--- config.mk ---
export PLATFORM = sky130hd
export DESIGN_NAME = cfg_reg_slave
export DESIGN_NICKNAME = d
export VERILOG_FILES = /design/src/rtl/cfg_pkg.sv /design/src/rtl/cfg_strb_reg.sv /design/src/rtl/cfg_reg_slave.sv
export SDC_FILE = /design/constraint.sdc
export NUM_CORES = 1
export LEC_CHECK = 0
export BUFFER_PORTS_ARGS = -buffer_cell sky130_fd_sc_hd__buf_2
export CAP_MARGIN = 10
export CORE_ASPECT_RATIO = 0.9
export CORE_MARGIN = 2
export CORE_UTILIZATION = 55
export DETAILED_ROUTE_END_ITERATION = 7
export GPL_ROUTABILITY_DRIVEN = 0
export GPL_TIMING_DRIVEN = 0
export PLACE_DENSITY = 0.86
export SYNTH_ARGS = -nofsm -noshare
export SYNTH_HDL_FRONTEND = slang
export SYNTH_SLANG_ARGS = --single-unit
--- constraint.sdc ---
create_clock -name axi_clk -period 7 [get_ports axi_clk]
set_clock_uncertainty 0.05 [all_clocks]
set_input_delay 1.05 -clock axi_clk [delete_from_list [all_inputs] [get_ports axi_clk]]
set_output_delay 1.05 -clock axi_clk [all_outputs]
set_load 0.01 [all_outputs]
--- src/rtl/cfg_pkg.sv ---
// Shared definitions for the configuration register slave: register offsets,
// FSM state encoding and the strobe-to-bit-mask helper.
package cfg_pkg;

    localparam logic [11:0] CTRL_BASE  = 12'h000;
    localparam logic [11:0] STATUS_OFS = 12'h100;
    localparam logic [11:0] IRQ_EN_OFS = 12'h104;
    localparam logic [11:0] ID_OFS     = 12'h108;

    typedef enum logic [2:0] {
        ST_IDLE  = 3'd0,
        ST_WACK  = 3'd1,
        ST_RADDR = 3'd2,
        ST_RDATA = 3'd3,
        ST_GAP   = 3'd4
    } cfg_state_e;

    function automatic logic [31:0] byte_mask(input logic [3:0] strb);
        logic [31:0] m;
        for (int b = 0; b < 4; b++) begin
            m[8*b +: 8] = {8{strb[b]}};
        end
        return m;
    endfunction

endpackage

--- src/rtl/cfg_strb_reg.sv ---
// 32-bit register with per-byte write enables. In W1C mode a strobed write of 1
// clears the bit; the set input is OR-ed in last so a same-cycle set wins.
module cfg_strb_reg
    import cfg_pkg::*;
#(
    parameter bit pW1C = 1'b0
) (
    input  logic        axi_clk,
    input  logic        axi_reset_n,
    input  logic        we,
    input  logic [31:0] wdata,
    input  logic [3:0]  wstrb,
    input  logic [31:0] set,
    output logic [31:0] d,
    output logic [31:0] q
);

    logic [31:0] mask;

    always_comb begin
        mask = we ? byte_mask(wstrb) : 32'h0;
        if (pW1C) begin
            d = (q & ~(wdata & mask)) | set;
        end else begin
            d = (q & ~mask) | (wdata & mask) | set;
        end
    end

    always_ff @(posedge axi_clk or negedge axi_reset_n) begin
        if (!axi_reset_n) begin
            q <= 32'h0;
        end else begin
            q <= d;
        end
    end

endmodule

--- src/rtl/cfg_reg_slave.sv ---
// AXI-Lite register slave for one configuration window: byte-strobed CTRL bank,
// sticky W1C STATUS with maskable interrupt, and a read-only ID register.
module cfg_reg_slave
    import cfg_pkg::*;
#(
    parameter int          pADDR_WIDTH = 12,
    parameter int          pDATA_WIDTH = 32,
    parameter int          pNUM_REGS   = 8,
    parameter logic [31:0] pID         = 32'h0000_0000
) (
    input  logic                           axi_clk,
    input  logic                           axi_reset_n,
    input  logic                           cc_enable,
    input  logic                           axi_awvalid,
    input  logic [14:0]                    axi_awaddr,
    input  logic                           axi_wvalid,
    input  logic [pDATA_WIDTH-1:0]         axi_wdata,
    input  logic [pDATA_WIDTH/8-1:0]       axi_wstrb,
    input  logic                           axi_arvalid,
    input  logic [14:0]                    axi_araddr,
    input  logic                           axi_rready,
    output logic                           axi_awready,
    output logic                           axi_wready,
    output logic                           axi_arready,
    output logic [pDATA_WIDTH-1:0]         axi_rdata,
    output logic                           axi_rvalid,
    input  logic [pDATA_WIDTH-1:0]         evt_in,
    output logic [pNUM_REGS*32-1:0]        cfg_regs,
    output logic                           irq,
    output cfg_state_e                     dbg_state
);

    // Handshake: a channel transfers on the cycle where valid and ready are both
    // high. Readies are single-cycle pulses from WACK/RADDR; rvalid stays high
    // with stable rdata until rready. GAP swallows still-held master valids.

    cfg_state_e             state_q, state_d;
    logic                   wr_accept, rd_accept, commit;
    logic [pADDR_WIDTH-1:0] addr_q;
    logic [31:0]            wdata_q;
    logic [3:0]             wstrb_q;
    logic [31:0]            rdata_q, rd_mux;
    logic [31:0]            ctrl_q [pNUM_REGS];
    logic [31:0]            ctrl_next_unused [pNUM_REGS];
    logic [pNUM_REGS-1:0]   ctrl_we;
    logic                   status_we, irq_en_we;
    logic [31:0]            status_q, status_d, irq_en_q, irq_en_d;
    logic                   unused_addr_bits;

    assign unused_addr_bits = ^{axi_awaddr[14:pADDR_WIDTH], axi_araddr[14:pADDR_WIDTH]};

    assign wr_accept = (state_q == ST_IDLE) && cc_enable && axi_awvalid && axi_wvalid;
    assign rd_accept = (state_q == ST_IDLE) && cc_enable && axi_arvalid && !wr_accept;

    always_ff @(posedge axi_clk or negedge axi_reset_n) begin
        if (!axi_reset_n) begin
            state_q <= ST_IDLE;
        end else begin
            state_q <= state_d;
        end
    end

    always_comb begin
        state_d = state_q;
        case (state_q)
            ST_IDLE: begin
                if (wr_accept) begin
                    state_d = ST_WACK;
                end else if (rd_accept) begin
                    state_d = ST_RADDR;
                end
            end
            ST_WACK:  state_d = ST_GAP;
            ST_RADDR: state_d = ST_RDATA;
            ST_RDATA: if (axi_rready) state_d = ST_GAP;
            ST_GAP:   state_d = ST_IDLE;
            default:  state_d = ST_IDLE;
        endcase
    end

    always_comb begin
        axi_awready = (state_q == ST_WACK);
        axi_wready  = (state_q == ST_WACK);
        axi_arready = (state_q == ST_RADDR);
        axi_rvalid  = (state_q == ST_RDATA);
        commit      = (state_q == ST_WACK);
        dbg_state   = state_q;
    end

    always_ff @(posedge axi_clk or negedge axi_reset_n) begin
        if (!axi_reset_n) begin
            addr_q  <= '0;
            wdata_q <= 32'h0;
            wstrb_q <= 4'h0;
        end else if (wr_accept) begin
            addr_q  <= axi_awaddr[pADDR_WIDTH-1:0];
            wdata_q <= axi_wdata;
            wstrb_q <= axi_wstrb;
        end else if (rd_accept) begin
            addr_q  <= axi_araddr[pADDR_WIDTH-1:0];
        end
    end

    always_comb begin
        ctrl_we = '0;
        for (int k = 0; k < pNUM_REGS; k++) begin
            ctrl_we[k] = commit && (addr_q == CTRL_BASE + 12'(4*k));
        end
        status_we = commit && (addr_q == STATUS_OFS);
        irq_en_we = commit && (addr_q == IRQ_EN_OFS);
    end

    for (genvar k = 0; k < pNUM_REGS; k++) begin : g_ctrl
        cfg_strb_reg #(.pW1C(1'b0)) u_ctrl (
            .axi_clk     (axi_clk),
            .axi_reset_n (axi_reset_n),
            .we          (ctrl_we[k]),
            .wdata       (wdata_q),
            .wstrb       (wstrb_q),
            .set         (32'h0),
            .d           (ctrl_next_unused[k]),
            .q           (ctrl_q[k])
        );
        assign cfg_regs[32*k +: 32] = ctrl_q[k];
    end

    cfg_strb_reg #(.pW1C(1'b0)) u_irq_en (
        .axi_clk     (axi_clk),
        .axi_reset_n (axi_reset_n),
        .we          (irq_en_we),
        .wdata       (wdata_q),
        .wstrb       (wstrb_q),
        .set         (32'h0),
        .d           (irq_en_d),
        .q           (irq_en_q)
    );

    // Events arrive every cycle, independent of the bus state.
    cfg_strb_reg #(.pW1C(1'b1)) u_status (
        .axi_clk     (axi_clk),
        .axi_reset_n (axi_reset_n),
        .we          (status_we),
        .wdata       (wdata_q),
        .wstrb       (wstrb_q),
        .set         (evt_in),
        .d           (status_d),
        .q           (status_q)
    );

    always_comb begin
        rd_mux = 32'h0;
        for (int k = 0; k < pNUM_REGS; k++) begin
            if (addr_q == CTRL_BASE + 12'(4*k)) rd_mux = ctrl_q[k];
        end
        if (addr_q == STATUS_OFS) rd_mux = status_q;
        if (addr_q == IRQ_EN_OFS) rd_mux = irq_en_q;
        if (addr_q == ID_OFS)     rd_mux = pID;
    end

    always_ff @(posedge axi_clk or negedge axi_reset_n) begin
        if (!axi_reset_n) begin
            rdata_q <= 32'h0;
        end else if (state_q == ST_RADDR) begin
            rdata_q <= rd_mux;
        end
    end

    assign axi_rdata = rdata_q;

    // Built from next-state values so irq lands on the same edge as STATUS.
    always_ff @(posedge axi_clk or negedge axi_reset_n) begin
        if (!axi_reset_n) begin
            irq <= 1'b0;
        end else begin
            irq <= |(status_d & irq_en_d);
        end
    end

endmodule

==> results.cfg <==
[status]
status = complete, no violations

[global_routing]
first_global_vias = 15100
grt_first_pass_wirelength_um = 99100
antenna_found_initial = 9
grt_max_degree = 126
track_usage_pct = 39.8
overflow = 0

[worst_setup_path]
end_kind = primary output
start_kind = flop
r2r_start = addr_q[1]
criticalPathCategory = reg2out
reg2reg_depth = 9
cp_max_fo = 10
crit_start = dbg_state[2]
worst_ep_required_time_ns = 5.90
worstPathArrival_ns = 3.78

[yosys]
yosys-top-cells-area = dfrtp_1, mux2_2, a22oi_1, nand2_1, o22a_1
yosysTopAreaCellShare_pct = 56.1
synth_top_area_cell = dfrtp_1
yosys_warnings = 0
synthDistinctLibCells = 61
synth_flop_cell = dfrtp_1
synthesis.nets = 1498
postSynthAreaPerCell_um2 = 12.9
synth-seq-cells = 404
async_reset_ff_share_pct = 100
syn_inst = 1393
synthesis.area_mm2 = 0.0180
synth_edf_count = 0
seq_area_frac_synth_pct = 56.1

[drt]
post_drt_wl_per_cell_um = 30.2
drt-met1-wl_um = 25900
drt-pass1-iter-count = 6
viasPerCell = 6.64
ant_nets = 0
drt_wl_total_um = 69000
remaining_drc_errors = 0
routed.top_layer = met5
wl_met2_um = 30200
vias = 15200
wl_met3_um = 8750
first_iter_violations = 1741

[clocking]
cts_resized = 0
clk_latency_ns = 0.58
cts.sinks = 404
ctsRootBufferMaster = clkbuf_16
cts_tree = yes
cts_max_level = 2
clk_pin_slew_worst_paths_ns = 0.06
cts_setup_buffers = 0
cts_buffer_depth = 3
cts_buffers = 42
postCtsHoldBufs = 0

[power_and_ir_drop]
vdd_drop_max_v = 0.000191
p_switching_mw = 2.19
clkPwrFrac_pct = 36.4
power_frac_seq_pct = 40.5
switching_share_pct = 32.7
p_total_mw = 6.69
power_frac_comb_pct = 23.1
power.leakage_nw = 11.3
power.internal_mw = 4.50
p_per_area_mw_per_mm2 = 303

[floorplan]
fp.dieH_um = 176
core-area_mm2 = 0.0321
die-area_mm2 = 0.0343
die_w_um = 195
rows = 62
initial_utilization_pct = 56.1
num_io_pins = 401

[flow_run]
maxCapViolCount = 0

[timing]
fin_crit_sh_pct = 69.7
grt_setup_unrepaired = false
slew_violations = 0
setup_viol = 0
period_needed_ns = 4.88
fmax_mhz = 205
slew_headroom_pct = 16.9
tightest_slew_ns = 1.25
finalHoldViolCount = 0
holdWs_ns = 0.340

[finish]
syn_to_final_growth_pct = 22.7
drive_above_1_share_pct = 45.9
n_fill_cell = 2266
nets = 1939
utilization_pct = 68.9
regArea_mm2 = 0.0101
multi_input_area_mm2 = 0.00749

[worst_hold_path]
hp-class = in2async

[place]
place_hpwl_um = 48200
port_buffers = 394
-- kinds of logic after synthesis --
group	count (synthesis)	share of synthesized area, %
DFF	404	56.1
and+or+nand+nor	238	7.72
AOI/OAI and AO/OA	301	12.3
buffers and inverters	104	2.41
muxes	346	21.5
-- power groups by stage --
stage	combinational (mW)	sequential, mW	clock [mW]
after floorplan	0.865	2.75	0
after global placement	1.43	2.73	0
after detailed placement	1.48	2.75	0
after CTS	1.49	2.71	2.43
after global routing	1.63	2.73	2.53
final	1.55	2.71	2.43
-- critical path: stages (launching register included) --
cell and delay (ns):
dfrtp_1 0.37, clkbuf_1 0.33, or3b_2 0.19, clkbuf_1 0.71
clkbuf_1 0.57, clkbuf_1 0.76, inv_1 0.11, buf_2 0.18
-- cell usage in the layout (no fill, tap or decap), types with 9 or more instances in the layout --
cell type	Yosys	routed
a32oi_1	20	20
nand2b_1	37	37
nor2_2	17	17
o21ai_0	47	47
nand2_1	95	95
clkbuf_1	71	79
a22oi_1	83	83
a221oi_1	10	10
clkbuf_16	0	42
clkbuf_8	0	9
a22o_1	19	19
mux2_2	331	331
a31oi_1	9	9
a221o_1	10	10
mux2i_1	14	14
a211oi_1	16	16
a21oi_1	22	22
dfrtp_1	404	404
buf_2	20	413
nand4_1	13	13
o22a_1	32	32
o221ai_1	12	12
nor2_1	24	24
-- metal layers --
metal | global-route usage, % | vias up
met4 | 21.8 | 8
met5 | 0 | -
met1 | 51.6 | 7595
met2 | 60.0 | 1169
met3 | 12.7 | 270
li1 | - | 6145
-- final timing paths --
check	endpoint	slack, ns
setup / recovery	axi_arready	2.12
hold / removal	asynchronous set/reset pin	0.34
setup reg to reg	axi_rdata[18]	2.97
hold reg to reg	axi_rdata[6]	0.44
max in group asynchronous	asynchronous set/reset pin	5.09
min in group axi_clk	axi_rdata[6]	0.44
-- synthesized netlist by cell type, types with 4 or more instances --
| cell type | count |
|---|---|
| and4_1 | 4 |
| a31oi_1 | 9 |
| o21ai_1 | 5 |
| nand4_1 | 13 |
| nor2_1 | 24 |
| a32oi_1 | 20 |
| a22oi_1 | 83 |
| nand2b_1 | 37 |
| nor2_2 | 17 |
| a221oi_1 | 10 |
| nor4_4 | 4 |
| nand2_1 | 95 |
| buf_4 | 5 |
| mux2i_1 | 14 |
| buf_1 | 5 |
| a22o_1 | 19 |
| a221o_1 | 10 |
| buf_2 | 20 |
| o221ai_1 | 12 |
| a211oi_1 | 16 |
| mux2_2 | 331 |
| nor3_1 | 4 |
| clkbuf_1 | 71 |
| nor4_1 | 4 |
| a21oi_1 | 22 |
| nand4_2 | 5 |
| nor4bb_1 | 5 |
| and3_1 | 4 |
| o22a_1 | 32 |
| dfrtp_1 | 404 |
| o21ai_0 | 47 |
-- per-stage QoR --
step	setup TNS [ns]	cell area, um2	std cells	setup WS, ns
floorplan	0	18000	1393	4.07
global placement	-1136.03	20500	2203	-2.85
detailed placement	0	20600	2206	2.94
CTS	0	22100	2282	2.37
global route	0	22100	2285	2.12
finish	0	22100	2287	2.12
-- cell type report --
| type | instances | area share (%) |
|---|---|---|
| sequential | 404 | 45.7 |
| multi-input combinational | 885 | 33.9 |
| timing repair buffer | 397 | 9.33 |
| clock buffer | 59 | 5.45 |
| tap | 416 | 2.35 |
| buffer | 102 | 1.93 |
| clock inverter | 17 | 1.28 |
| antenna | 5 | 0.0566 |
| inverter | 2 | 0.0339 |
Power figures use the tool's default switching activity.
